--- src/rtl/reg_file_8x8_if.sv ---
// Bus bundle for the 8x8 register file: write port from the ALU result,
// two read ports feeding the ALU operands, plus status outputs.
interface reg_file_8x8_if #(
    parameter int WIDTH = 8,
    parameter int AW    = 3
);
    logic [WIDTH-1:0] IN;
    logic [AW-1:0]    INADDRESS;
    logic             WRITE;
    logic [AW-1:0]    OUT1ADDRESS;
    logic [AW-1:0]    OUT2ADDRESS;
    logic [WIDTH-1:0] OUT1;
    logic [WIDTH-1:0] OUT2;
    logic             UNINIT1;
    logic             UNINIT2;
    logic [7:0]       WRCOUNT;

    modport master (
        output IN, INADDRESS, WRITE, OUT1ADDRESS, OUT2ADDRESS,
        input  OUT1, OUT2, UNINIT1, UNINIT2, WRCOUNT
    );

    modport slave (
        input  IN, INADDRESS, WRITE, OUT1ADDRESS, OUT2ADDRESS,
        output OUT1, OUT2, UNINIT1, UNINIT2, WRCOUNT
    );
endinterface

--- src/rtl/reg_file_8x8.sv ---
// 8x8 register file: clocked writes, combinational reads with write-through
// bypass, per-register written flags and a saturating write counter.
// Optional macro REGFILE_ZERO_REG_EN hardwires register 0 to zero.
module reg_file_8x8 #(
    parameter int WIDTH = 8,
    parameter int DEPTH = 8
) (
    input logic          CLK,
    input logic          RESET,
    reg_file_8x8_if.slave bus
);
    localparam int AW = $clog2(DEPTH);

`ifdef REGFILE_ZERO_REG_EN
    localparam bit ZERO_REG = 1'b1;
`else
    localparam bit ZERO_REG = 1'b0;
`endif

    logic                        zero_target;
    logic                        wr_fire;
    logic [DEPTH-1:0]            wr_sel;
    logic [DEPTH-1:0][WIDTH-1:0] reg_view;
    logic [DEPTH-1:0]            written_view;
    logic [7:0]                  wrcount_q;
    logic [7:0]                  wrcount_d;
    logic                        bypass1;
    logic                        bypass2;

    // A write only commits (and only bypasses) when it is not swallowed by
    // reset or aimed at the hardwired zero register.
    assign zero_target = ZERO_REG && (bus.INADDRESS == '0);
    assign wr_fire     = bus.WRITE && !RESET && !zero_target;

    generate
        for (genvar gi = 0; gi < DEPTH; gi++) begin : g_reg
            assign wr_sel[gi] = wr_fire && (bus.INADDRESS == AW'(gi));

            if (ZERO_REG && gi == 0) begin : g_zero
                assign reg_view[gi]     = '0;
                assign written_view[gi] = 1'b1;
            end else begin : g_store
                logic [WIDTH-1:0] data_q;
                logic             written_q;

                always_ff @(posedge CLK) begin
                    if (RESET) begin
                        data_q    <= '0;
                        written_q <= 1'b0;
                    end else if (wr_sel[gi]) begin
                        data_q    <= bus.IN;
                        written_q <= 1'b1;
                    end
                end

                assign reg_view[gi]     = data_q;
                assign written_view[gi] = written_q;
            end
        end
    endgenerate

    always_comb begin
        wrcount_d = wrcount_q;
        if (wr_fire && wrcount_q != 8'hFF) begin
            wrcount_d = wrcount_q + 8'd1;
        end
    end

    always_ff @(posedge CLK) begin
        if (RESET) begin
            wrcount_q <= 8'd0;
        end else begin
            wrcount_q <= wrcount_d;
        end
    end

    assign bypass1 = wr_fire && (bus.OUT1ADDRESS == bus.INADDRESS);
    assign bypass2 = wr_fire && (bus.OUT2ADDRESS == bus.INADDRESS);

    always_comb begin
        bus.OUT1    = reg_view[bus.OUT1ADDRESS];
        bus.UNINIT1 = !written_view[bus.OUT1ADDRESS];
        if (bypass1) begin
            bus.OUT1    = bus.IN;
            bus.UNINIT1 = 1'b0;
        end
    end

    always_comb begin
        bus.OUT2    = reg_view[bus.OUT2ADDRESS];
        bus.UNINIT2 = !written_view[bus.OUT2ADDRESS];
        if (bypass2) begin
            bus.OUT2    = bus.IN;
            bus.UNINIT2 = 1'b0;
        end
    end

    assign bus.WRCOUNT = wrcount_q;
endmodule
--- src/flat_wrapper.sv ---
// flat-port wrapper written by rule: the top's interface ports become plain ports
module reg_file_8x8_flat 
#(
    parameter int WIDTH = 8,
    parameter int DEPTH = 8
)
  (CLK, RESET, bus_IN, bus_INADDRESS, bus_WRITE, bus_OUT1ADDRESS, bus_OUT2ADDRESS, bus_OUT1, bus_OUT2, bus_UNINIT1, bus_UNINIT2, bus_WRCOUNT);
  reg_file_8x8_if #(.WIDTH(WIDTH)) bus_i ();
  input logic CLK;
  input logic RESET;
  input wire logic [$bits(bus_i.IN)-1:0] bus_IN;
  input wire logic [$bits(bus_i.INADDRESS)-1:0] bus_INADDRESS;
  input wire logic [$bits(bus_i.WRITE)-1:0] bus_WRITE;
  input wire logic [$bits(bus_i.OUT1ADDRESS)-1:0] bus_OUT1ADDRESS;
  input wire logic [$bits(bus_i.OUT2ADDRESS)-1:0] bus_OUT2ADDRESS;
  output wire logic [$bits(bus_i.OUT1)-1:0] bus_OUT1;
  output wire logic [$bits(bus_i.OUT2)-1:0] bus_OUT2;
  output wire logic [$bits(bus_i.UNINIT1)-1:0] bus_UNINIT1;
  output wire logic [$bits(bus_i.UNINIT2)-1:0] bus_UNINIT2;
  output wire logic [$bits(bus_i.WRCOUNT)-1:0] bus_WRCOUNT;
  assign bus_i.IN = bus_IN;
  assign bus_i.INADDRESS = bus_INADDRESS;
  assign bus_i.WRITE = bus_WRITE;
  assign bus_i.OUT1ADDRESS = bus_OUT1ADDRESS;
  assign bus_i.OUT2ADDRESS = bus_OUT2ADDRESS;
  assign bus_OUT1 = bus_i.OUT1;
  assign bus_OUT2 = bus_i.OUT2;
  assign bus_UNINIT1 = bus_i.UNINIT1;
  assign bus_UNINIT2 = bus_i.UNINIT2;
  assign bus_WRCOUNT = bus_i.WRCOUNT;
  reg_file_8x8 #(.WIDTH(WIDTH), .DEPTH(DEPTH)) u_core (.CLK(CLK), .RESET(RESET), .bus(bus_i));
endmodule
--- config.mk ---
export PLATFORM = sky130hd
export DESIGN_NAME = reg_file_8x8_flat
export DESIGN_NICKNAME = d
export VERILOG_FILES = /design/src/rtl/reg_file_8x8_if.sv /design/src/rtl/reg_file_8x8.sv /design/src/flat_wrapper.sv
export SDC_FILE = /design/constraint.sdc
export NUM_CORES = 1
export LEC_CHECK = 0
export BUFFER_PORTS_ARGS = -buffer_cell sky130_fd_sc_hd__buf_2
export CORE_MARGIN = 2
export CORE_UTILIZATION = 60
export CTS_CLUSTER_DIAMETER = 40
export CTS_CLUSTER_SIZE = 8
export DETAILED_ROUTE_END_ITERATION = 10
export PLACE_DENSITY = 0.83
export SYNTH_ARGS = -nofsm -noshare
export SYNTH_HDL_FRONTEND = slang
export SYNTH_SLANG_ARGS = --single-unit
--- constraint.sdc ---
create_clock -name CLK -period 2 [get_ports CLK]
set_input_delay 0.1 -clock CLK [delete_from_list [all_inputs] [get_ports CLK]]
set_output_delay 0.1 -clock CLK [all_outputs]
set_load 0.03 [all_outputs]
==> qor.csv, run 1 <==
stage;metric;value;unit
outcome;status;completed;
worst_setup_path;critical path data required time;1.90;ns
finish;fill count;582;
drt;vias per cell;6.95;
global_routing;initial antenna violation count;0;
finish;Seq. cell area;0.00162;mm2
synthesis;syn nets;495;
floorplan;Die X;92.3;um
global_routing;first-pass GRT wire length;20700;um
global_routing;gr ovfl total;0;
sta;fin crit period;1.98;ns
synthesis;Synth cell types;41;
floorplan;row count;32;
hold_path;HP Start;bus_IN[3];
global_routing;total global-route track usage;0.312;
worst_setup_path;crit path launch;u_core.g_reg[3].g_store.data_q[3];
clock_tree;CTS Root Cell;clkbuf_8;
finish;Multi-input gate area;0.00278;mm2
worst_setup_path;worst-path maximum fanout;3;
worst_setup_path;WP data arrival;1.88;ns
placed_design;pre-CTS setup slack;0.163;ns
hold_path;Hold WC Path Type;in2reg;
power;Design Power;3.44;mW
clock_tree;Clock Pin Slew Worst Setup and Hold Paths;0.08;ns
power;maximum vdd drop;0.345;mV
sta;Final Hold Fails;0;
floorplan;die height;92.3;um
placed_design;PortBufs;45;
finish;Layout area overhead;11.7;%
clock_tree;CTS tree;yes;
synthesis;mean area per synthesized cell;9.87;um2
floorplan;I/O Pins;46;
finish;most common cell after layout, fill and taps aside;a21oi_1;
sta;Final Cycle Share;0.990;
drt;Vias;4172;
synthesis;ys flop type;dfxtp_1;
drt;drt drc;0;
drt;wire length per cell;21.5;um
synthesis;Syn. warnings;0;
floorplan;initial core utilization;0.612;
floorplan;DIE AREA;0.00852;mm2
sta;Final Slew Violations;0;
drt;drt first pass iters;6;
worst_setup_path;CP startpoint kind;register;
sta;hold_ws;0.0783;ns
synthesis;sequential element share of the synthesized area;0.342;
worst_setup_path;startpoint of the worst register-to-register path;u_core.bus.WRCOUNT[0];
sta;setup violators final;0;
global_routing;largest net degree at the start of global routing;42;
worst_setup_path;nature of the critical path endpoint;primary output;
power;PD cells;659;mW/mm2
sta;highest clock rate;0.505;GHz
clock_tree;Clock Latency Late Sink;0.35;ns
synthesis;asr flop ratio synth;0;
finish;most frequent cells in the layout;a21oi_1, dfxtp_1, nand3_1, o21ai_0, buf_2;
finish;# nets final;515;
placed_design;DP Cell Count;585;
clock_tree;clk sinks;80;
placed_design;GPL Wtd Cong;0.803;
hold_path;hold depth;3;
finish;layout cell share with drive strength beyond 1;0.319;
floorplan;CORE AREA;0.00765;mm2
finish;final cell count without fillers;600;
placed_design;DP HPWL;7960;um
sta;measured slew at the worst slew-check pin;0.726;ns
finish;antenna cell count;0;
clock_tree;clock tree buffer depth;2;
synthesis;cell area after technology mapping;0.00468;mm2
drt;Final Routed Wirelength;12900;um
worst_setup_path;Reg2Reg Depth;4;
global_routing;vias in the first global route;4113;
clock_tree;CTS hold repair buffers;0;
worst_setup_path;kind of critical path;reg2out;
sta;final clock skew;0.00318;ns
drt;DR iter-0 viols;491;
clock_tree;# H-tree levels;3;
sta;slew margin rel.;0.516;
clock_tree;CTS buffer count;9;
drt;DRT antenna net count;0;
synthesis;register bit total from synthesis;80;
synthesis;Mapped Cells;474;
power;P_leak;1.94;nW
job;maxcap violations;0;
synthesis;EDFF count, synth;0;
sta;setup ws final;0.0197;ns
[cell families after synthesis]
family | share of synthesized area
compound gates | 0.167
simple gates | 0.128
flops | 0.342
mux | 0.288
buf+inv | 0.0605
xor+xnor | 0.0112
fa+ha+maj | 0.00267
[sequential cells by signal, indices dropped and copies added, names as in the netlist]
signal and cells:
u_core.g.g_store.data_q 64, u_core.g.g_store.written_q 8, u_core.bus.WRCOUNT 8
[critical path, cell delays in order, from the launching register on]
cell,delay [ns]
dfxtp_2,0.34
mux4_2,0.49
mux2_4,0.29
mux2_4,0.27
buf_6,0.14
[through the flow]
stage               utilization  setup TNS (ns)  area, um2
floorplan                     -               0       4680
global placement          0.645               0       4940
detailed placement        0.645               0       4940
CTS                       0.675               0       5160
global route              0.683        -0.00825       5230
finish                    0.683               0       5230
[where the power goes]
part | internal (mW) | switching, mW
clock network | 0.764 | 0.582
registers | 1.62 | 0.0212
logic | 0.169 | 0.290
[per-layer routing]
metal / vias up / track usage / share of wire / routed length [um]
met1: 2012 / 0.409 / 0.39 / 5000
li1: 1828 / - / - / -
met3: 46 / 0.0757 / 0.097 / 1250
met4: 0 / 0.131 / 0.027 / 347
met2: 286 / 0.499 / 0.49 / 6280
met5: - / 0 / 0 / 0
[cell usage after synthesis, drive strengths merged (2+ instances only)]
cell    number  share of area
dfxtp       80           0.34
a21oi       74          0.079
nand3       64          0.068
o21ai       64          0.068
clkbuf      39          0.031
mux4        36           0.19
mux2        33          0.091
buf         17          0.028
nor2        10         0.0080
xnor2        6          0.011
nand4        5         0.0094
a211oi       4         0.0064
and4         4         0.0075
nand2b       4         0.0053
nor2b        4         0.0053
a31oi        3         0.0040
and2         3         0.0040
mux2i        3         0.0064
a21boi       2         0.0032
and3         2         0.0027
inv          2         0.0016
nand2        2         0.0016
nor3b        2         0.0043
[timing repair]
action / CTS / global route
gates resized for setup: 13 / 56
setup endpoints to repair: 6 / 16
setup buffers: 0 / 0
[cell type report]
cell class | count | share of cell area
inverter | 2 | 0.00144
clock inverter | 3 | 0.0124
tap | 102 | 0.0244
sequential | 80 | 0.310
timing repair buffer | 65 | 0.0907
clock buffer | 12 | 0.0297
multi-input combinational | 336 | 0.531
[path summary, 6_finish.rpt]
| check | slack [ns] | to |
|---|---|---|
| hold reg to reg | 0.49 | u_core.g_reg[7].g_store.written_q |
| setup / recovery | 0.02 | bus_OUT2[3] |
| hold / removal | 0.08 | u_core.g_reg[3].g_store.data_q[3] |
| setup reg to reg | 0.25 | u_core.bus.WRCOUNT[0] |
Note: power is estimated with default switching activity, not from simulation.
==> inputs of run 2 (changes only) <==
ABC_CLOCK_PERIOD_IN_PS = 2000   (was not set)
SETUP_SLACK_MARGIN = 0.15   (was not set)
SLEW_MARGIN = 20   (was not set)
==> run 2 against run 1 <==
  * Clock power barely moved
  * Global-route usage rose by 0.62 points
  * Non-clock buffer count rose by 1
  * Sequential cell count did not move
  * Maximum frequency fell by 0.59%
  * Sequential share of layout area fell by 0.072 points
  * Sequential power barely moved
  * First-iteration DRC count fell by 7.3%
  * Cell count rose by 0.17%
  * Cell area rose by 1.3%
  * Register-to-register slack barely moved
==> qor.csv, run 2 (synthesis results as in run 1) <==
stage;metric;value;unit
outcome;status;completed;
sta;final clock skew;0.00463;ns
worst_setup_path;nature of the critical path endpoint;primary output;
finish;layout cell share with drive strength beyond 1;0.361;
floorplan;I/O Pins;46;
drt;DR iter-0 viols;455;
worst_setup_path;kind of critical path;reg2out;
global_routing;first-pass GRT wire length;21100;um
sta;Final Cycle Share;0.996;
global_routing;largest net degree at the start of global routing;42;
sta;TNS Setup;0;ns
floorplan;Die X;92.3;um
finish;most common cell after layout, fill and taps aside;a21oi_1;
global_routing;gr ovfl total;0;
sta;Final Hold Fails;0;
global_routing;vias in the first global route;4146;
placed_design;GPL Wtd Cong;0.803;
sta;Final Slew Violations;0;
sta;setup violators final;0;
clock_tree;CTS tree;yes;
floorplan;CORE AREA;0.00765;mm2
floorplan;die height;92.3;um
clock_tree;clk sinks;80;
placed_design;DP Cell Count;585;
global_routing;total global-route track usage;0.318;
worst_setup_path;WP data arrival;1.89;ns
power;P_leak;1.94;nW
worst_setup_path;critical path data required time;1.90;ns
finish;final cell count without fillers;601;
finish;most frequent cells in the layout;a21oi_1, nand3_1, o21ai_0, dfxtp_1, mux4_2;
worst_setup_path;CP startpoint kind;register;
drt;DRT antenna net count;0;
finish;max reg flops;64;
finish;# nets final;516;
floorplan;DIE AREA;0.00852;mm2
drt;drt first pass iters;7;
drt;drt drc;0;
power;maximum vdd drop;0.344;mV
drt;wire length per cell;21.9;um
finish;Largest Register;u_core.g.g_store.data_q;
hold_path;Hold WC Path Type;in2reg;
floorplan;row count;32;
job;maxcap violations;0;
sta;highest clock rate;0.502;GHz
drt;Final Routed Wirelength;13200;um
clock_tree;Clock Pin Slew Worst Setup and Hold Paths;0.09;ns
clock_tree;# H-tree levels;3;
power;Design Power;3.46;mW
finish;Layout area overhead;13.2;%
sta;RSZ-0062 raised after global routing;yes;
placed_design;PortBufs;45;
drt;vias per cell;6.92;
sta;fin crit period;1.99;ns
sta;hold_ws;0.0777;ns
clock_tree;CTS hold repair buffers;0;
clock_tree;Clock Latency Late Sink;0.35;ns
finish;antenna cell count;0;
sta;slew margin rel.;0.496;
clock_tree;CTS buffer count;9;
placed_design;DP HPWL;7960;um
global_routing;initial antenna violation count;0;
power;PD cells;653;mW/mm2
floorplan;initial core utilization;0.612;
clock_tree;CTS Root Cell;clkbuf_8;
drt;Vias;4158;
clock_tree;clock tree buffer depth;2;
worst_setup_path;worst-path maximum fanout;3;
sta;measured slew at the worst slew-check pin;0.756;ns
run 2: cell types whose count changed in the layout (fill, tap and decap cells not counted), sizes merged:
cell  delta
buf      +1
run 2: critical path, stage by stage (launching register included):
cell     delay, ns
dfxtp_2       0.34
mux4_2        0.50
mux2_4        0.30
mux2_4        0.27
buf_6         0.14
run 2: path summary, 6_finish.rpt:
| kind | from | cells past startpoint | endpoint | slack [ns] |
|---|---|---|---|---|
| min reg2reg | u_core.g_reg[3].g_store.data_q[0] | 2 | u_core.g_reg[3].g_store.data_q[0] | 0.49 |
| max reg2reg | u_core.bus.WRCOUNT[0] | 4 | u_core.bus.WRCOUNT[0] | 0.25 |
| min | bus_IN[0] | 3 | u_core.g_reg[3].g_store.data_q[0] | 0.08 |
| max | u_core.g_reg[3].g_store.data_q[3] | 4 | bus_OUT2[3] | 0.008 |
run 2: layout make-up:
| class | count | area (um2) |
|---|---|---|
| Multi-Input combinational cell | 336 | 2790 |
| Fill cell | 577 | 2350 |
| Sequential cell | 80 | 1640 |
| Timing Repair Buffer | 66 | 510 |
| Clock buffer | 12 | 155 |
| Tap cell | 102 | 128 |
| Clock inverter | 3 | 65.1 |
| Inverter | 2 | 7.51 |
run 2: timing repair:
| item | CTS | global route |
|---|---|---|
| endpoints found under the setup margin | 16 | 17 |
| gates cloned | 0 | 0 |
| buffers inserted | 1 | 0 |
| resized for setup | 76 | 23 |
| endpoints found under the hold margin | 0 | 0 |
run 2: power by group:
part	leakage (nW)	internal, mW	switching (mW)	total, mW
sequential	0.661	1.62	0.0217	1.64
combinational	1.17	0.176	0.296	0.472
clock	0.112	0.764	0.583	1.35
total	1.94	2.56	0.901	3.46
run 2: layer usage:
| metal | global-route usage | share of wire | vias up |
|---|---|---|---|
| met5 | 0 | 0 | - |
| met4 | 0.141 | 0.031 | 0 |
| met3 | 0.0773 | 0.10 | 43 |
| met2 | 0.507 | 0.49 | 298 |
| met1 | 0.415 | 0.38 | 1998 |
| li1 | - | - | 1819 |
run 2: through the flow:
stage | setup slack (ns) | instance area, um2 | utilization
after detailed placement | 0.163 | 4940 | 0.645
after global placement | 0.234 | 4940 | 0.645
after global routing | -0.0116 | 5300 | 0.692
after CTS | 0.0246 | 5270 | 0.689
final | 0.00798 | 5300 | 0.692
after floorplan | 0.277 | 4680 | -
